==> src/rtl/hazard_scoreboard_if.sv <==
// Decode-field handshake between the ID stage and the hazard scoreboard.
// Master drives per-instruction fields; slave returns stall and forwarding selects.
interface hazard_scoreboard_if #(
    parameter int STALL_CNT_W = 32
);
    logic                   id_valid;
    logic [4:0]             id_rs_addr;
    logic [4:0]             id_rt_addr;
    logic [4:0]             id_write_reg_addr;
    logic                   id_reg_write;
    logic                   id_is_mem_access;
    logic                   id_is_branch;
    logic                   id_is_mdu;
    logic                   stall;
    logic [1:0]             ex_fwd_rs_sel;
    logic [1:0]             ex_fwd_rt_sel;
    logic [1:0]             id_br_fwd_rs_sel;
    logic [1:0]             id_br_fwd_rt_sel;
    logic                   mdu_busy;
    logic [STALL_CNT_W-1:0] stall_count;

    modport master (
        output id_valid, id_rs_addr, id_rt_addr, id_write_reg_addr,
        output id_reg_write, id_is_mem_access, id_is_branch, id_is_mdu,
        input  stall, ex_fwd_rs_sel, ex_fwd_rt_sel,
        input  id_br_fwd_rs_sel, id_br_fwd_rt_sel, mdu_busy, stall_count
    );

    modport slave (
        input  id_valid, id_rs_addr, id_rt_addr, id_write_reg_addr,
        input  id_reg_write, id_is_mem_access, id_is_branch, id_is_mdu,
        output stall, ex_fwd_rs_sel, ex_fwd_rt_sel,
        output id_br_fwd_rs_sel, id_br_fwd_rt_sel, mdu_busy, stall_count
    );
endinterface

==> src/rtl/hazard_scoreboard.sv <==
// Tracks in-flight GPR writers in EX/MEM/WB and the MDU busy window;
// produces the ID stall plus EX and ID-branch forwarding selects.
module hazard_scoreboard #(
    parameter int MDU_CYCLES  = 8,
    parameter int STALL_CNT_W = 32
) (
    input logic clk,
    input logic reset,
    hazard_scoreboard_if.slave hz
);
    localparam int CW = $clog2(MDU_CYCLES + 1);

    typedef struct packed {
        logic       valid;
        logic [4:0] dst;
        logic       is_load;
    } slot_t;

    slot_t ex_q, mem_q, wb_q, id_slot;

    logic [CW-1:0]          mdu_cnt_q;
    logic [STALL_CNT_W-1:0] stall_cnt_q;
    logic [1:0]             ex_rs_q, ex_rt_q;
    logic [1:0]             ex_rs_d, ex_rt_d;
    logic                   stall, advance, mdu_wr, mdu_busy;
    logic                   ex_hit, mem_hit;
    logic [4:0]             rs, rt;

    function automatic logic hit(slot_t s, logic [4:0] r);
        return s.valid && (r != 5'd0) && (r == s.dst);
    endfunction

    // Newer producer wins: EX/MEM result beats MEM/WB result.
    function automatic logic [1:0] ex_sel(slot_t e, slot_t m,
                                          logic [4:0] r);
        logic [1:0] s;
        s = 2'd0;
        priority case (1'b1)
            hit(e, r): s = 2'd1;
            hit(m, r): s = 2'd2;
            default:   s = 2'd0;
        endcase
        return s;
    endfunction

    // A load in MEM has no data yet, so it never feeds a branch.
    function automatic logic [1:0] br_sel(slot_t m, slot_t w,
                                          logic [4:0] r);
        logic [1:0] s;
        s = 2'd0;
        priority case (1'b1)
            hit(m, r) && !m.is_load: s = 2'd1;
            hit(w, r):               s = 2'd2;
            default:                 s = 2'd0;
        endcase
        return s;
    endfunction

    always_comb begin
        rs = hz.id_rs_addr;
        rt = hz.id_rt_addr;
        id_slot.valid   = hz.id_reg_write
                       && (hz.id_write_reg_addr != 5'd0);
        id_slot.dst     = hz.id_write_reg_addr;
        id_slot.is_load = hz.id_is_mem_access && hz.id_reg_write;
        mdu_wr   = hz.id_is_mdu && !hz.id_reg_write;
        mdu_busy = (mdu_cnt_q != '0);
        ex_hit   = hit(ex_q, rs) || hit(ex_q, rt);
        mem_hit  = hit(mem_q, rs) || hit(mem_q, rt);
        stall = hz.id_valid && (
                    (ex_hit && ex_q.is_load)
                 || (hz.id_is_branch && ex_hit)
                 || (hz.id_is_branch && mem_hit && mem_q.is_load)
                 || (hz.id_is_mdu && mdu_busy));
        advance = hz.id_valid && !stall;
        ex_rs_d = ex_sel(ex_q, mem_q, rs);
        ex_rt_d = ex_sel(ex_q, mem_q, rt);
    end

    always_ff @(posedge clk or posedge reset) begin
        if (reset) begin
            ex_q        <= '0;
            mem_q       <= '0;
            wb_q        <= '0;
            ex_rs_q     <= 2'd0;
            ex_rt_q     <= 2'd0;
            mdu_cnt_q   <= '0;
            stall_cnt_q <= '0;
        end else begin
            wb_q  <= mem_q;
            mem_q <= ex_q;
            if (advance) begin
                ex_q    <= id_slot;
                ex_rs_q <= ex_rs_d;
                ex_rt_q <= ex_rt_d;
            end else begin
                ex_q    <= '0;
                ex_rs_q <= 2'd0;
                ex_rt_q <= 2'd0;
            end
            if (advance && mdu_wr)
                mdu_cnt_q <= CW'(MDU_CYCLES);
            else if (mdu_busy)
                mdu_cnt_q <= mdu_cnt_q - CW'(1);
            if (stall)
                stall_cnt_q <= stall_cnt_q + STALL_CNT_W'(1);
        end
    end

    assign hz.stall            = stall;
    assign hz.ex_fwd_rs_sel    = ex_rs_q;
    assign hz.ex_fwd_rt_sel    = ex_rt_q;
    assign hz.id_br_fwd_rs_sel = br_sel(mem_q, wb_q, rs);
    assign hz.id_br_fwd_rt_sel = br_sel(mem_q, wb_q, rt);
    assign hz.mdu_busy         = mdu_busy;
    assign hz.stall_count      = stall_cnt_q;
endmodule

==> src/flat_wrapper.sv <==
// flat-port wrapper written by rule: the top's interface ports become plain ports
module hazard_scoreboard_flat 
#(
    parameter int MDU_CYCLES  = 8,
    parameter int STALL_CNT_W = 32
)
  (clk, reset, hz_id_valid, hz_id_rs_addr, hz_id_rt_addr, hz_id_write_reg_addr, hz_id_reg_write, hz_id_is_mem_access, hz_id_is_branch, hz_id_is_mdu, hz_stall, hz_ex_fwd_rs_sel, hz_ex_fwd_rt_sel, hz_id_br_fwd_rs_sel, hz_id_br_fwd_rt_sel, hz_mdu_busy, hz_stall_count);
  hazard_scoreboard_if #(.STALL_CNT_W(STALL_CNT_W)) hz_i ();
  input logic clk;
  input logic reset;
  input wire logic [$bits(hz_i.id_valid)-1:0] hz_id_valid;
  input wire logic [$bits(hz_i.id_rs_addr)-1:0] hz_id_rs_addr;
  input wire logic [$bits(hz_i.id_rt_addr)-1:0] hz_id_rt_addr;
  input wire logic [$bits(hz_i.id_write_reg_addr)-1:0] hz_id_write_reg_addr;
  input wire logic [$bits(hz_i.id_reg_write)-1:0] hz_id_reg_write;
  input wire logic [$bits(hz_i.id_is_mem_access)-1:0] hz_id_is_mem_access;
  input wire logic [$bits(hz_i.id_is_branch)-1:0] hz_id_is_branch;
  input wire logic [$bits(hz_i.id_is_mdu)-1:0] hz_id_is_mdu;
  output wire logic [$bits(hz_i.stall)-1:0] hz_stall;
  output wire logic [$bits(hz_i.ex_fwd_rs_sel)-1:0] hz_ex_fwd_rs_sel;
  output wire logic [$bits(hz_i.ex_fwd_rt_sel)-1:0] hz_ex_fwd_rt_sel;
  output wire logic [$bits(hz_i.id_br_fwd_rs_sel)-1:0] hz_id_br_fwd_rs_sel;
  output wire logic [$bits(hz_i.id_br_fwd_rt_sel)-1:0] hz_id_br_fwd_rt_sel;
  output wire logic [$bits(hz_i.mdu_busy)-1:0] hz_mdu_busy;
  output wire logic [$bits(hz_i.stall_count)-1:0] hz_stall_count;
  assign hz_i.id_valid = hz_id_valid;
  assign hz_i.id_rs_addr = hz_id_rs_addr;
  assign hz_i.id_rt_addr = hz_id_rt_addr;
  assign hz_i.id_write_reg_addr = hz_id_write_reg_addr;
  assign hz_i.id_reg_write = hz_id_reg_write;
  assign hz_i.id_is_mem_access = hz_id_is_mem_access;
  assign hz_i.id_is_branch = hz_id_is_branch;
  assign hz_i.id_is_mdu = hz_id_is_mdu;
  assign hz_stall = hz_i.stall;
  assign hz_ex_fwd_rs_sel = hz_i.ex_fwd_rs_sel;
  assign hz_ex_fwd_rt_sel = hz_i.ex_fwd_rt_sel;
  assign hz_id_br_fwd_rs_sel = hz_i.id_br_fwd_rs_sel;
  assign hz_id_br_fwd_rt_sel = hz_i.id_br_fwd_rt_sel;
  assign hz_mdu_busy = hz_i.mdu_busy;
  assign hz_stall_count = hz_i.stall_count;
  hazard_scoreboard #(.MDU_CYCLES(MDU_CYCLES), .STALL_CNT_W(STALL_CNT_W)) u_core (.clk(clk), .reset(reset), .hz(hz_i));
endmodule
==> config.mk <==
export PLATFORM = sky130hd
export DESIGN_NAME = hazard_scoreboard_flat
export DESIGN_NICKNAME = d
export VERILOG_FILES = /design/src/rtl/hazard_scoreboard_if.sv /design/src/rtl/hazard_scoreboard.sv /design/src/flat_wrapper.sv
export SDC_FILE = /design/constraint.sdc
export NUM_CORES = 1
export LEC_CHECK = 0
export ABC_AREA = 1
export CAP_MARGIN = 10
export CORE_MARGIN = 2
export CORE_UTILIZATION = 48
export DETAILED_ROUTE_END_ITERATION = 10
export GPL_TIMING_DRIVEN = 0
export HOLD_SLACK_MARGIN = 0.1
export PLACE_DENSITY = 0.77
export SKIP_CTS_REPAIR_TIMING = 1
export SLEW_MARGIN = 0
export SYNTH_ARGS = -nofsm -noshare
export SYNTH_HDL_FRONTEND = slang
export SYNTH_SLANG_ARGS = --single-unit
==> constraint.sdc <==
create_clock -name clk -period 2 [get_ports clk]
set_input_delay 0.4 -clock clk [delete_from_list [all_inputs] [get_ports clk]]
set_output_delay 0.4 -clock clk [all_outputs]
set_load 0.01 [all_outputs]
; Word-level counts from Yosys, hierarchy flattened
; Index checks and enable logic that the tools add are counted.
; W data, S select, Z words.
[totals]
regBits = 60
in_bits = 22
output_inout_bits = 42
[op_classes]
n_addsub = 2
n_eq_ne = 6
muxes = 13
n_reduce_logical = 38
[ops]
columns = op, count
row1 = $add A32 B1 Y32 const B, 1
row2 = $eq A5 B5 Y1, 6
row3 = $logic_and A1 B1 Y1, 25
row4 = $mux W2, 10
row5 = $reduce_bool A5 Y1, 3
row6 = $mux W4, 2
row7 = $mux W7, 1
row8 = $logic_or A1 B1 Y1, 5
row9 = $reduce_bool A4 Y1, 1
row10 = $sub A4 B1 Y4 const B, 1
row11 = $logic_not A1 Y1, 3
row12 = $reduce_bool A2 Y1, 1

; Longest topological paths before layout
; Gate-level depths: netlist of run 1.
[logic_depth]
depth_word = 13
mapped_depth = 14

; Worst setup path after synthesis of run 1
; OpenSTA, ideal clock, no wires.
[synth_path]
path_type = register to output
start = register u_core.mdu_cnt_q[0]
end = output port hz_stall
arrival_time_ns = 1.534
required_ns = 1.600
setup_slack_ns = 0.066
stages_incl_launch_ff = 11
n_path_buf = 1
path_cell_list = dfrtp_1 -> inv_1 -> ha_1 -> nand2_1 -> nor2_1 -> inv_1 -> nand2_1 -> nand3_4 -> nand2_4 -> buf_6 -> inv_1
[synth_via]
elab_chain_len = 4
[synth_lines]
columns = item, line_no
row1 = from (decl), hazard_scoreboard.sv:21  ; logic [CW-1:0] mdu_cnt_q;
row2 = from (signal assigned), hazard_scoreboard.sv:102  ; mdu_cnt_q <= CW'(MDU_CYCLES);
row3 = from (signal assigned), hazard_scoreboard.sv:104  ; mdu_cnt_q <= mdu_cnt_q - CW'(1);
row4 = $reduce_bool A4 Y1, hazard_scoreboard.sv:67  ; mdu_busy = (mdu_cnt_q != '0);
row5 = net hz_mdu_busy, flat_wrapper.sv:24  ; output wire logic [$bits(hz_i.mdu_busy)-1:0] hz_mdu_busy;
row6 = $logic_and A1 B1 Y1, hazard_scoreboard.sv:74  ; || (hz.id_is_mdu && mdu_busy));
row7 = $logic_or A1 B1 Y1, hazard_scoreboard.sv:74
row8 = $logic_and A1 B1 Y1, hazard_scoreboard.sv:70  ; stall = hz.id_valid && (
row9 = to (decl), flat_wrapper.sv:19  ; output wire logic [$bits(hz_i.stall)-1:0] hz_stall;
; The timed path passes the listed nets, and every way through them passes these cells.

; Worst setup path in the final report of run 1
[layout_path]
start = register u_core.mem_q[2] (netlist bit)
end = output port hz_stall
[layout_via]
elab_chain_len = 8
word_cells_on_any_way = 10
[layout_lines]
columns = item, line_no
row1 = from (decl), hazard_scoreboard.sv:19  ; slot_t ex_q, mem_q, wb_q, id_slot;
row2 = from (signal assigned), hazard_scoreboard.sv:91  ; mem_q <= ex_q;
row3 = $eq A5 B5 Y1, hazard_scoreboard.sv:30  ; return s.valid && (r != 5'd0) && (r == s.dst);
row4 = $logic_and A1 B1 Y1, hazard_scoreboard.sv:30
row5 = $logic_or A1 B1 Y1 (*), hazard_scoreboard.sv:69  ; mem_hit = hit(mem_q, rs) || hit(mem_q, rt);
row6 = $logic_and A1 B1 Y1 (*) (2 in series), hazard_scoreboard.sv:73  ; || (hz.id_is_branch && mem_hit && mem_q.is_load)
row7 = $logic_or A1 B1 Y1 (*), hazard_scoreboard.sv:73
row8 = $logic_or A1 B1 Y1 (*), hazard_scoreboard.sv:74
row9 = $logic_and A1 B1 Y1 (*), hazard_scoreboard.sv:70
; Every way passes the cells marked *; elsewhere a longest branch is shown, timed or not.

==> metrics.txt, run 1 <==
# TYPE chip_impl_metric gauge
chip_impl_metric{name="drt_pre_antenna_iters",unit=""} 5
chip_impl_metric{name="timing.reg2reg.worst_path_depth",unit=""} 9
chip_impl_metric{name="clock-sinks",unit=""} 60
chip_impl_metric{name="final_layout_size_suffix_gt1_frac",unit=""} 0.155
chip_impl_info{name="yosys-top-cells-area",value="sky130_fd_sc_hd__dfrtp_1 42%, sky130_fd_sc_hd__nand2_1 18%, sky130_fd_sc_hd__nand3_1 7.3%"} 1
chip_impl_metric{name="route.detailed.wl_per_inst",unit="um"} 14.5
chip_impl_metric{name="number_of_nets_at_the_end_of_the_flow",unit=""} 612
chip_impl_metric{name="post-route-cell-area",unit="um2"} 4780
chip_impl_metric{name="placement.io_buffers",unit=""} 62
chip_impl_metric{name="timing.critical_path.required",unit="ns"} 1.60
chip_impl_metric{name="cts-htree-levels",unit=""} 3
chip_impl_metric{name="clk_path_buf_depth",unit=""} 2
chip_impl_metric{name="avgSynthCellArea",unit="um2"} 7.25
chip_impl_metric{name="power.density_cell_area",unit="nW/um2"} 703
chip_impl_metric{name="grt_first_pass_wirelength",unit="um"} 15800
chip_impl_metric{name="clock_network_latency_to_the_later_pin_of_the_worst_skew_pair",unit="ns"} 0.35
chip_impl_metric{name="netlist_instances",unit=""} 495
chip_impl_info{name="cts_tree",value="done"} 1
chip_impl_metric{name="report.final.setup_viol",unit=""} 3
chip_impl_metric{name="finalCritPeriodShare",unit=""} 1.10
chip_impl_metric{name="first_global_vias",unit=""} 3251
chip_impl_metric{name="postSynthRegisterBits",unit=""} 60
chip_impl_metric{name="post-dp-hpwl",unit="um"} 7160
chip_impl_metric{name="hold_viol_final",unit=""} 0
chip_impl_metric{name="final_max_slew_viol_count",unit=""} 0
chip_impl_metric{name="num_antenna_cells",unit=""} 0
chip_impl_metric{name="routed-via-count",unit=""} 3604
chip_impl_metric{name="layout.filler_cells",unit=""} 666
chip_impl_info{name="crit_type",value="reg2out"} 1
chip_impl_info{name="mostFrequentLayoutCells",value="164 x sky130_fd_sc_hd__nand2_1, 58 x sky130_fd_sc_hd__dfrtp_1, 50 x sky130_fd_sc_hd__nand3_1"} 1
chip_impl_metric{name="crit_path_max_fanout",unit=""} 8
chip_impl_metric{name="floorplan.initialDensity",unit=""} 0.495
chip_impl_metric{name="route.antenna.remaining_nets",unit=""} 0
chip_impl_metric{name="route.detailed.drc",unit=""} 0
chip_impl_metric{name="dieWidth",unit="um"} 90.5
chip_impl_info{name="rsz0062_at_grt",value="yes"} 1
chip_impl_metric{name="finalHoldWorstSlack",unit="ns"} 0.375
chip_impl_metric{name="clkSlewWorstSetupHoldPaths",unit="ns"} 0.08
chip_impl_metric{name="worst_slew_margin_rel",unit=""} 0.648
chip_impl_info{name="synth_largest_area_cell",value="sky130_fd_sc_hd__dfrtp_1"} 1
chip_impl_metric{name="cp.arrival",unit="ns"} 1.80
chip_impl_metric{name="syn_area",unit="um2"} 3590
chip_impl_metric{name="pin_count_of_the_biggest_net_entering_global_routing",unit=""} 44
chip_impl_metric{name="globalplace.congestion",unit=""} 0.986
chip_impl_metric{name="storage_cell_area",unit="um2"} 1500
chip_impl_metric{name="drtIter0Drc",unit=""} 330
chip_impl_info{name="gr-max-usage-layer",value="met1"} 1
chip_impl_metric{name="overflow",unit=""} 0
chip_impl_metric{name="final.setup_skew",unit="ns"} 0.0137
chip_impl_metric{name="viasPerCell",unit=""} 5.22
chip_impl_metric{name="ys_types",unit=""} 33
chip_impl_metric{name="finalWorstPathRequiredPeriod",unit="ns"} 2.20
chip_impl_info{name="cts_root_buf",value="sky130_fd_sc_hd__clkbuf_8"} 1
chip_impl_metric{name="globalRouteTotalUtil",unit=""} 0.241
chip_impl_metric{name="ir_worst_vdd",unit="mV"} 0.588
chip_impl_metric{name="worst_case_register_to_register_setup_slack",unit="ns"} 0.18
chip_impl_info{name="hold_wc_path_type",value="in2async"} 1
chip_impl_metric{name="power.static_leakage",unit="nW"} 2.47
chip_impl_metric{name="boundaryPins",unit=""} 64
chip_impl_info{name="failed_checks",value="setup timing"} 1
chip_impl_info{name="run_status",value="finished with violations"} 1
chip_impl_metric{name="global_route.usage.met1",unit=""} 0.370
chip_impl_metric{name="max_clock_freq",unit="GHz"} 0.454
chip_impl_metric{name="ys_warn_count",unit=""} 0
chip_impl_metric{name="yosysSeqAreaShare",unit=""} 0.418
chip_impl_metric{name="syn-num-nets",unit=""} 520
chip_impl_metric{name="floorplan.core_area",unit="um2"} 7250
chip_impl_info{name="timing.critical_path.from_type",value="flip-flop"} 1
chip_impl_metric{name="die_area",unit="um2"} 8180
chip_impl_metric{name="dieHeight",unit="um"} 90.5
chip_impl_metric{name="met2_usage",unit=""} 0.351
chip_impl_metric{name="timing.max_cap.violations",unit=""} 0
chip_impl_metric{name="drt-total-wl",unit="um"} 9990
chip_impl_metric{name="final_critical_path_setup_slack",unit="ns"} -0.201
chip_impl_metric{name="fp-row-count",unit=""} 31
chip_impl_metric{name="synth_top_cell_area_share",unit=""} 0.418
chip_impl_metric{name="worst_slew_pin_slew",unit="ns"} 0.527
chip_impl_metric{name="total_cell_area_at_the_placement_stage",unit="um2"} 4350
chip_impl_metric{name="met3_usage",unit=""} 0.0451
chip_impl_metric{name="initial_antenna_violation_count",unit=""} 0
chip_impl_metric{name="multi_input_area",unit="um2"} 1880
chip_impl_info{name="worst_r2r_startpoint",value="u_core.hz.stall_count[0]$_DFFE_PP0P_"} 1
chip_impl_info{name="nature_of_the_critical_path_endpoint",value="output port"} 1
chip_impl_metric{name="area_growth_syn_to_layout",unit="%"} 33.3
chip_impl_info{name="reg2reg_to",value="u_core.hz.stall_count[26]$_DFFE_PP0P_"} 1
chip_impl_info{name="layout.cells.most_common",value="sky130_fd_sc_hd__nand2_1"} 1
chip_impl_metric{name="numCtsBuffers",unit=""} 9
==> stage by stage <==
| step | total power [mW] | setup slack, ns | utilization | instances | TNS (ns) |
|---|---|---|---|---|---|
| floorplan | 1.95 | 0.0663 | - | 495 | 0 |
| global placement | 2.22 | -0.981 | 0.597 | 656 | -67.79 |
| detailed placement | 2.25 | -0.998 | 0.600 | 657 | -13.99 |
| CTS | 3.22 | -1.03 | 0.624 | 673 | -3.86 |
| global route | 3.55 | -0.285 | 0.659 | 691 | -0.799 |
| finish | 3.36 | -0.201 | 0.659 | 691 | -0.427 |
==> where the power goes <==
part           total (mW)  switching (mW)  internal [mW]
Sequential           1.48           0.144           1.33
Clock               0.972           0.492          0.480
Combinational       0.915           0.476          0.439
Total                3.36            1.11           2.25
==> per-layer routing <==
| metal | up-vias | share of wire | routed length, um |
|---|---|---|---|
| met1 | 1701 | 0.47 | 4660 |
| met5 | - | 0 | 0 |
| met4 | 0 | 0.011 | 110 |
| li1 | 1741 | - | - |
| met2 | 148 | 0.45 | 4530 |
| met3 | 14 | 0.069 | 691 |
==> logic make-up after synthesis <==
family          synth area share
simple gates               0.380
xor+xnor                  0.0830
flops                      0.418
fa+ha+maj                 0.0105
mux                      0.00314
compound gates            0.0216
buf+inv                   0.0833
==> sequential cells by signal, indices dropped and copies added, names as in the netlist <==
register	flops
u_core.mdu_cnt_q	4
u_core.mem_q	7
u_core.hz.ex_fwd_rs_sel	2
u_core.ex_q	7
u_core.wb_q	6
u_core.hz.ex_fwd_rt_sel	2
u_core.hz.stall_count	32
==> layout make-up <==
cell class                      instances  share of cell area
Multi-Input combinational cell        365               0.394
Sequential cell                        60               0.314
Timing Repair Buffer                   82               0.170
Inverter                               59              0.0463
Clock buffer                           12              0.0303
Tap cell                               99              0.0259
Buffer                                 10              0.0139
Clock inverter                          4             0.00523
==> critical path, cell delays in order (launching register included) <==
cell	delay, ns
sky130_fd_sc_hd__dfrtp_1	0.39
sky130_fd_sc_hd__buf_4	0.15
sky130_fd_sc_hd__nand2_1	0.06
sky130_fd_sc_hd__nand3_1	0.09
sky130_fd_sc_hd__nor2_2	0.15
sky130_fd_sc_hd__nand2_2	0.10
sky130_fd_sc_hd__nand2_2	0.08
sky130_fd_sc_hd__nand2_2	0.08
sky130_fd_sc_hd__nand3_4	0.10
sky130_fd_sc_hd__nand2_8	0.09
sky130_fd_sc_hd__inv_2	0.07
sky130_fd_sc_hd__buf_6	0.09
==> synth_stat cells <==
cell type / number
sky130_fd_sc_hd__clkinv_1: 1
sky130_fd_sc_hd__nand2_2: 2
sky130_fd_sc_hd__o22ai_1: 2
sky130_fd_sc_hd__inv_1: 55
sky130_fd_sc_hd__o21ai_0: 5
sky130_fd_sc_hd__a21oi_1: 2
sky130_fd_sc_hd__nand4_1: 8
sky130_fd_sc_hd__nor3_1: 13
sky130_fd_sc_hd__dfrtp_1: 60
sky130_fd_sc_hd__buf_2: 2
sky130_fd_sc_hd__xnor2_1: 10
sky130_fd_sc_hd__o21bai_1: 1
sky130_fd_sc_hd__o211ai_1: 1
sky130_fd_sc_hd__inv_2: 3
sky130_fd_sc_hd__a211oi_1: 2
sky130_fd_sc_hd__nand3b_1: 6
sky130_fd_sc_hd__nand2_4: 1
sky130_fd_sc_hd__nor2_4: 1
sky130_fd_sc_hd__buf_6: 3
sky130_fd_sc_hd__xor2_1: 24
sky130_fd_sc_hd__mux2_2: 1
sky130_fd_sc_hd__nand3_1: 52
sky130_fd_sc_hd__clkbuf_1: 2
sky130_fd_sc_hd__buf_1: 1
sky130_fd_sc_hd__nor3_4: 1
sky130_fd_sc_hd__buf_4: 3
sky130_fd_sc_hd__nor2_2: 3
sky130_fd_sc_hd__nor4_1: 2
sky130_fd_sc_hd__ha_1: 3
sky130_fd_sc_hd__or2_2: 1
sky130_fd_sc_hd__nor2_1: 50
sky130_fd_sc_hd__nand2_1: 173
sky130_fd_sc_hd__nand3_4: 1
==> worst max-delay path by stage <==
stage | from | endpoint | slack [ns] | depth (start not counted)
finish | u_core.mem_q[2]$_DFF_PP0_ | hz_stall | -0.20 | 11
global route | u_core.mem_q[4]$_DFF_PP0_ | hz_stall | -0.29 | 11
CTS | hz_id_rt_addr[4] | hz_stall | -1.03 | 14
detailed placement | hz_id_rs_addr[1] | hz_stall | -1.0 | 13
global placement | hz_id_rt_addr[3] | hz_stall | -0.98 | 15
floorplan | u_core.mdu_cnt_q[0]$_DFFE_PP0P_ | hz_stall | 0.07 | 10
No activity file was read; power rests on OpenSTA's default activity.
==> run 2: changes to the inputs <==
--- a/config.mk
+++ b/config.mk
@@ -7,14 +7,14 @@
 export LEC_CHECK = 0
 export ABC_AREA = 1
 export CAP_MARGIN = 10
-export CORE_MARGIN = 2
+export CORE_MARGIN = 3
 export CORE_UTILIZATION = 48
 export DETAILED_ROUTE_END_ITERATION = 10
 export GPL_TIMING_DRIVEN = 0
 export HOLD_SLACK_MARGIN = 0.1
 export PLACE_DENSITY = 0.77
 export SKIP_CTS_REPAIR_TIMING = 1
-export SLEW_MARGIN = 0
+export SLEW_MARGIN = 20
 export SYNTH_ARGS = -nofsm -noshare
 export SYNTH_HDL_FRONTEND = slang
 export SYNTH_SLANG_ARGS = --single-unit
==> metrics.txt, run 2 (synthesis gave the netlist of run 1 again) <==
# TYPE chip_impl_metric gauge
chip_impl_metric{name="area_growth_syn_to_layout",unit="%"} 34.2
chip_impl_metric{name="pin_count_of_the_biggest_net_entering_global_routing",unit=""} 61
chip_impl_metric{name="power.static_leakage",unit="nW"} 2.50
chip_impl_metric{name="timing.critical_path.required",unit="ns"} 1.60
chip_impl_metric{name="clk_path_buf_depth",unit=""} 2
chip_impl_metric{name="worst_case_register_to_register_setup_slack",unit="ns"} 0.12
chip_impl_metric{name="timing.max_cap.violations",unit=""} 0
chip_impl_metric{name="dieWidth",unit="um"} 92.5
chip_impl_metric{name="fp-row-count",unit=""} 30
chip_impl_metric{name="cp.arrival",unit="ns"} 1.95
chip_impl_info{name="hold_wc_path_type",value="reg2reg"} 1
chip_impl_metric{name="grt_first_pass_wirelength",unit="um"} 15200
chip_impl_info{name="cts_tree",value="done"} 1
chip_impl_info{name="run_status",value="finished with violations"} 1
chip_impl_metric{name="cts-htree-levels",unit=""} 3
chip_impl_metric{name="finalCoreUtilization",unit=""} 0.686
chip_impl_metric{name="detailedPlace.worstSlack",unit="ns"} -1.04
chip_impl_metric{name="clkSlewWorstSetupHoldPaths",unit="ns"} 0.07
chip_impl_metric{name="die_area",unit="um2"} 8550
chip_impl_metric{name="dieHeight",unit="um"} 92.5
chip_impl_metric{name="drt-total-wl",unit="um"} 9980
chip_impl_metric{name="route.detailed.wl_per_inst",unit="um"} 14.5
chip_impl_metric{name="max_stage_delay",unit="ns"} 0.45
chip_impl_metric{name="overflow",unit=""} 0
chip_impl_metric{name="floorplan.initialDensity",unit=""} 0.511
chip_impl_metric{name="initial_antenna_violation_count",unit=""} 0
chip_impl_info{name="mostFrequentLayoutCells",value="165 x sky130_fd_sc_hd__nand2_1, 60 x sky130_fd_sc_hd__dfrtp_1, 49 x sky130_fd_sc_hd__inv_1, 49 x sky130_fd_sc_hd__nand3_1, 46 x sky130_fd_sc_hd__clkdlybuf4s50_1"} 1
chip_impl_info{name="rsz0062_at_grt",value="yes"} 1
chip_impl_info{name="timing.critical_path.slowest_stage_cell",value="sky130_fd_sc_hd__dfrtp_1"} 1
chip_impl_metric{name="num_antenna_cells",unit=""} 0
chip_impl_metric{name="number_of_nets_at_the_end_of_the_flow",unit=""} 612
chip_impl_metric{name="multi_input_area",unit="um2"} 1870
chip_impl_metric{name="worst_slew_margin_rel",unit=""} 0.634
chip_impl_metric{name="layout.filler_cells",unit=""} 607
chip_impl_metric{name="clock_network_latency_to_the_later_pin_of_the_worst_skew_pair",unit="ns"} 0.35
chip_impl_metric{name="placement.io_buffers",unit=""} 62
chip_impl_metric{name="drt_pre_antenna_iters",unit=""} 6
chip_impl_metric{name="clock-sinks",unit=""} 60
chip_impl_metric{name="boundaryPins",unit=""} 64
chip_impl_metric{name="route.detailed.drc",unit=""} 0
chip_impl_metric{name="drtIter0Drc",unit=""} 307
chip_impl_metric{name="power.density_cell_area",unit="nW/um2"} 744
chip_impl_metric{name="hold_viol_final",unit=""} 0
chip_impl_metric{name="final_layout_size_suffix_gt1_frac",unit=""} 0.145
chip_impl_info{name="layout.cells.most_common",value="sky130_fd_sc_hd__nand2_1"} 1
chip_impl_metric{name="report.final.setup_viol",unit=""} 4
chip_impl_metric{name="route.antenna.remaining_nets",unit=""} 0
chip_impl_metric{name="largest_register_ffs",unit=""} 32
chip_impl_metric{name="final.setup_skew",unit="ns"} 0.0114
chip_impl_metric{name="final_critical_path_setup_slack",unit="ns"} -0.349
chip_impl_metric{name="post-dp-hpwl",unit="um"} 6970
chip_impl_metric{name="first_global_vias",unit=""} 3063
chip_impl_info{name="cts_root_buf",value="sky130_fd_sc_hd__clkbuf_8"} 1
chip_impl_metric{name="routed-via-count",unit=""} 3657
chip_impl_metric{name="finalWorstPathRequiredPeriod",unit="ns"} 2.35
chip_impl_metric{name="numCtsBuffers",unit=""} 9
chip_impl_metric{name="finalCritPeriodShare",unit=""} 1.17
chip_impl_metric{name="globalplace.congestion",unit=""} 0.992
chip_impl_metric{name="finalSetupTns",unit="ns"} -0.693
chip_impl_info{name="series_of_cell_instances_along_the_critical_path",value="nand2_1, o21ai_0, nor2_1, nand3_2, nand2_2, nand2_4, nand3_4, nand2_4, buf_6, inv_2, buf_6"} 1
chip_impl_metric{name="final_cells",unit=""} 688
chip_impl_info{name="failed_checks",value="setup timing"} 1
chip_impl_metric{name="p_total",unit="mW"} 3.58
chip_impl_metric{name="dp.cells",unit=""} 654
chip_impl_metric{name="max_clock_freq",unit="GHz"} 0.426
chip_impl_metric{name="ir_worst_vdd",unit="mV"} 0.699
chip_impl_info{name="timing.critical_path.from_type",value="flip-flop"} 1
chip_impl_metric{name="crit_path_max_fanout",unit=""} 8
chip_impl_info{name="nature_of_the_critical_path_endpoint",value="output port"} 1
chip_impl_metric{name="floorplan.core_area",unit="um2"} 7020
chip_impl_metric{name="storage_cell_area",unit="um2"} 1500
chip_impl_metric{name="final_max_slew_viol_count",unit=""} 0
chip_impl_metric{name="worst_slew_pin_slew",unit="ns"} 0.548
chip_impl_metric{name="viasPerCell",unit=""} 5.32
chip_impl_metric{name="globalRouteTotalUtil",unit=""} 0.225
chip_impl_info{name="crit_type",value="reg2out"} 1
-- run 2: final cells by class --
class                   instances  area share
plain buffers                  11      0.0161
multi-input cells             365       0.388
clock buffers                  12      0.0301
flip-flops and latches         60       0.312
clock inverters                 4      0.0151
inverters                      59      0.0465
well taps                      96      0.0249
repair buffers                 81       0.168
-- run 2: worst paths after layout --
| path | end | from | depth (start not counted) |
|---|---|---|---|
| setup / recovery | hz_stall | u_core.ex_q[2]$_DFF_PP0_ | 11 |
| hold / removal | u_core.mem_q[0]$_DFF_PP0_ | u_core.ex_q[0]$_DFF_PP0_ | 0 |
| setup reg to reg | u_core.hz.stall_count[9]$_DFFE_PP0P_ | u_core.mdu_cnt_q[1]$_DFFE_PP0P_ | 12 |
| hold reg to reg | u_core.mem_q[0]$_DFF_PP0_ | u_core.ex_q[0]$_DFF_PP0_ | 0 |
| max in group asynchronous | u_core.mem_q[3]$_DFF_PP0_ | reset | 3 |
| min in group asynchronous | u_core.hz.stall_count[10]$_DFFE_PP0P_ | reset | 3 |
-- run 2: critical path, delay by kind of cell (launching register included) --
kind,cells,cell delay (ns)
AO/OA/AOI/OAI,1,0.08
AND/OR/NAND/NOR,7,0.78
flip-flops,1,0.45
buffers and inverters,3,0.30
-- run 2: per-stage QoR --
| stage | cell area, um2 | hold slack, ns |
|---|---|---|
| after global placement | 4330 | 0.356 |
| final | 4820 | 0.380 |
| after floorplan | 3590 | 0.347 |
| after detailed placement | 4360 | 0.366 |
| after CTS | 4580 | 0.381 |
| after global routing | 4820 | 0.390 |
-- run 2: report_power, final --
| part | internal, mW | switching [mW] | leakage [nW] |
|---|---|---|---|
| logic | 0.424 | 0.456 | 1.58 |
| registers | 1.33 | 0.142 | 0.814 |
| clock network | 0.735 | 0.495 | 0.107 |
| total | 2.49 | 1.09 | 2.50 |
-- run 2: routing by layer --
| layer | vias up | global-route usage | share of wire |
|---|---|---|---|
| li1 | 1728 | - | - |
| met1 | 1756 | 0.344 | 0.45 |
| met2 | 158 | 0.318 | 0.46 |
| met3 | 15 | 0.0439 | 0.081 |
| met4 | 0 | 0.0705 | 0.014 |
| met5 | - | 0 | 0 |
==> run 3: changes to the inputs <==
==> constraint.sdc (replaced) <==
create_clock -name clk -period 2.09 [get_ports clk]
set_input_delay 0.418 -clock clk [delete_from_list [all_inputs] [get_ports clk]]
set_output_delay 0.418 -clock clk [all_outputs]
set_load 0.01 [all_outputs]
==> metrics.txt, run 3 (synthesis gave the netlist of run 1 again) <==
# TYPE chip_impl_metric gauge
chip_impl_metric{name="p_total",unit="mW"} 3.45
chip_impl_info{name="timing.critical_path.from_type",value="flip-flop"} 1
chip_impl_metric{name="cp.arrival",unit="ns"} 1.81
chip_impl_metric{name="power.density_cell_area",unit="nW/um2"} 710
chip_impl_metric{name="pin_count_of_the_biggest_net_entering_global_routing",unit=""} 61
chip_impl_metric{name="fp-row-count",unit=""} 30
chip_impl_metric{name="clock-sinks",unit=""} 60
chip_impl_metric{name="die_area",unit="um2"} 8550
chip_impl_metric{name="num_antenna_cells",unit=""} 0
chip_impl_info{name="run_status",value="finished with violations"} 1
chip_impl_metric{name="worst_slew_margin_rel",unit=""} 0.528
chip_impl_metric{name="clkSlewWorstSetupHoldPaths",unit="ns"} 0.07
chip_impl_metric{name="final_critical_path_setup_slack",unit="ns"} -0.139
chip_impl_metric{name="dieHeight",unit="um"} 92.5
chip_impl_metric{name="numCtsBuffers",unit=""} 9
chip_impl_metric{name="drtIter0Drc",unit=""} 320
chip_impl_metric{name="max_clock_freq",unit="GHz"} 0.449
chip_impl_metric{name="drt-total-wl",unit="um"} 10000
chip_impl_metric{name="hold_viol_final",unit=""} 0
chip_impl_metric{name="dieWidth",unit="um"} 92.5
chip_impl_metric{name="viasPerCell",unit=""} 5.25
chip_impl_metric{name="routed-via-count",unit=""} 3628
chip_impl_metric{name="crit_path_max_fanout",unit=""} 6
chip_impl_info{name="mostFrequentLayoutCells",value="165 x sky130_fd_sc_hd__nand2_1, 60 x sky130_fd_sc_hd__dfrtp_1, 49 x sky130_fd_sc_hd__inv_1, 49 x sky130_fd_sc_hd__nand3_1, 46 x sky130_fd_sc_hd__clkdlybuf4s50_1"} 1
chip_impl_metric{name="number_of_nets_at_the_end_of_the_flow",unit=""} 615
chip_impl_metric{name="ir_worst_vdd",unit="mV"} 0.661
chip_impl_metric{name="finalWorstPathRequiredPeriod",unit="ns"} 2.23
chip_impl_metric{name="floorplan.core_area",unit="um2"} 7020
chip_impl_info{name="worst_r2r_startpoint",value="u_core.mdu_cnt_q[1]$_DFFE_PP0P_"} 1
chip_impl_metric{name="finalCritPeriodShare",unit=""} 1.07
chip_impl_metric{name="initial_antenna_violation_count",unit=""} 0
chip_impl_info{name="cts_root_buf",value="sky130_fd_sc_hd__clkbuf_8"} 1
chip_impl_metric{name="worst_slew_pin_slew",unit="ns"} 0.708
chip_impl_info{name="cts_tree",value="done"} 1
chip_impl_metric{name="final_layout_size_suffix_gt1_frac",unit=""} 0.146
chip_impl_info{name="failed_checks",value="setup timing"} 1
chip_impl_metric{name="area_growth_syn_to_layout",unit="%"} 35.3
chip_impl_info{name="layout.cells.most_common",value="sky130_fd_sc_hd__nand2_1"} 1
chip_impl_metric{name="boundaryPins",unit=""} 64
chip_impl_metric{name="cts-htree-levels",unit=""} 3
chip_impl_info{name="nature_of_the_critical_path_endpoint",value="output port"} 1
chip_impl_info{name="hold_wc_path_type",value="reg2reg"} 1
chip_impl_metric{name="globalplace.congestion",unit=""} 0.992
chip_impl_metric{name="largest_register_ffs",unit=""} 32
chip_impl_metric{name="route.antenna.remaining_nets",unit=""} 0
chip_impl_metric{name="detailedPlace.worstSlack",unit="ns"} -0.982
chip_impl_metric{name="drt_pre_antenna_iters",unit=""} 5
chip_impl_metric{name="final.setup_skew",unit="ns"} 0.0121
chip_impl_metric{name="placement.io_buffers",unit=""} 62
chip_impl_metric{name="clock_network_latency_to_the_later_pin_of_the_worst_skew_pair",unit="ns"} 0.34
chip_impl_metric{name="final_max_slew_viol_count",unit=""} 0
chip_impl_metric{name="grt_first_pass_wirelength",unit="um"} 15200
chip_impl_metric{name="timing.max_cap.violations",unit=""} 0
chip_impl_info{name="rsz0062_at_grt",value="yes"} 1
chip_impl_metric{name="route.detailed.drc",unit=""} 0
chip_impl_info{name="crit_type",value="reg2out"} 1
chip_impl_info{name="worst_hold_startpoint",value="u_core.ex_q[0]$_DFF_PP0_"} 1
chip_impl_metric{name="floorplan.initialDensity",unit=""} 0.511
chip_impl_metric{name="overflow",unit=""} 0
chip_impl_metric{name="worst_case_register_to_register_setup_slack",unit="ns"} 0.06
chip_impl_metric{name="power.static_leakage",unit="nW"} 2.54
chip_impl_metric{name="post-dp-hpwl",unit="um"} 6970
chip_impl_metric{name="timing.critical_path.required",unit="ns"} 1.67
chip_impl_metric{name="clk_path_buf_depth",unit=""} 2
chip_impl_metric{name="report.final.setup_viol",unit=""} 3
chip_impl_metric{name="route.detailed.wl_per_inst",unit="um"} 14.5
chip_impl_metric{name="first_global_vias",unit=""} 3063
chip_impl_metric{name="globalRouteTotalUtil",unit=""} 0.225
chip_impl_info{name="setup.worst_path.start",value="u_core.mem_q[2]$_DFF_PP0_"} 1
[run 3: cell count changes in the layout (fill, tap and decap cells not counted), sizes merged]
| cell | change |
|---|---|
| buf | +2 |
| clkbuf | -1 |
| dlymetal6s2s | +1 |
| nand2 | +1 |
[run 3: per-layer routing]
| metal | part of all wire | track usage | vias up | routed length, um |
|---|---|---|---|---|
| li1 | - | - | 1735 | - |
| met1 | 0.45 | 0.344 | 1743 | 4540 |
| met2 | 0.46 | 0.318 | 139 | 4580 |
| met3 | 0.079 | 0.0439 | 11 | 793 |
| met4 | 0.011 | 0.0705 | 0 | 115 |
| met5 | 0 | 0 | - | 0 |
[run 3: metrics by stage]
step,cell area [um2],cells,setup TNS (ns),utilization,hold WS (ns)
6_report,4860,691,-0.262,0.692,0.379
5_1_grt,4860,691,-1.11,0.692,0.390
3_5_place_dp,4360,654,-11.89,0.621,0.366
4_1_cts,4580,670,-3.56,0.652,0.381
3_3_place_gp,4330,653,-59.89,0.617,0.356
2_1_floorplan,3590,495,0,-,0.347
[run 3: path summary, 6_finish.rpt]
path,cells past startpoint,endpoint
max,11,hz_stall
min,0,u_core.mem_q[0]$_DFF_PP0_
max reg2reg,13,u_core.hz.stall_count[8]$_DFFE_PP0P_
min reg2reg,0,u_core.mem_q[0]$_DFF_PP0_
max in group asynchronous,3,u_core.hz.ex_fwd_rs_sel[0]$_DFF_PP0_
min in group asynchronous,3,u_core.hz.stall_count[10]$_DFFE_PP0P_
[run 3: cell type report]
cell class,instances,area [um2]
flip-flops and latches,60,1500
fillers,601,2160
clock inverters,4,72.6
plain buffers,10,66.3
repair buffers,84,837
well taps,96,120
multi-input cells,366,1890
inverters,59,224
clock buffers,12,145
[run 3: critical path: stages, from the launching register on]
cell                      delay [ns]
sky130_fd_sc_hd__dfrtp_1        0.41
sky130_fd_sc_hd__buf_4          0.15
sky130_fd_sc_hd__nand2_1        0.07
sky130_fd_sc_hd__nand3_2        0.10
sky130_fd_sc_hd__nor2_4         0.12
sky130_fd_sc_hd__nand2_2        0.08
sky130_fd_sc_hd__nand2_2        0.09
sky130_fd_sc_hd__nand2_2        0.08
sky130_fd_sc_hd__nand3_4        0.10
sky130_fd_sc_hd__nand2_8        0.08
sky130_fd_sc_hd__inv_2          0.08
sky130_fd_sc_hd__buf_6          0.09
[run 3: report_power, final]
group	switching, mW	leakage, nW	internal [mW]
Sequential	0.131	0.814	1.28
Combinational	0.449	1.62	0.417
Clock	0.470	0.107	0.703
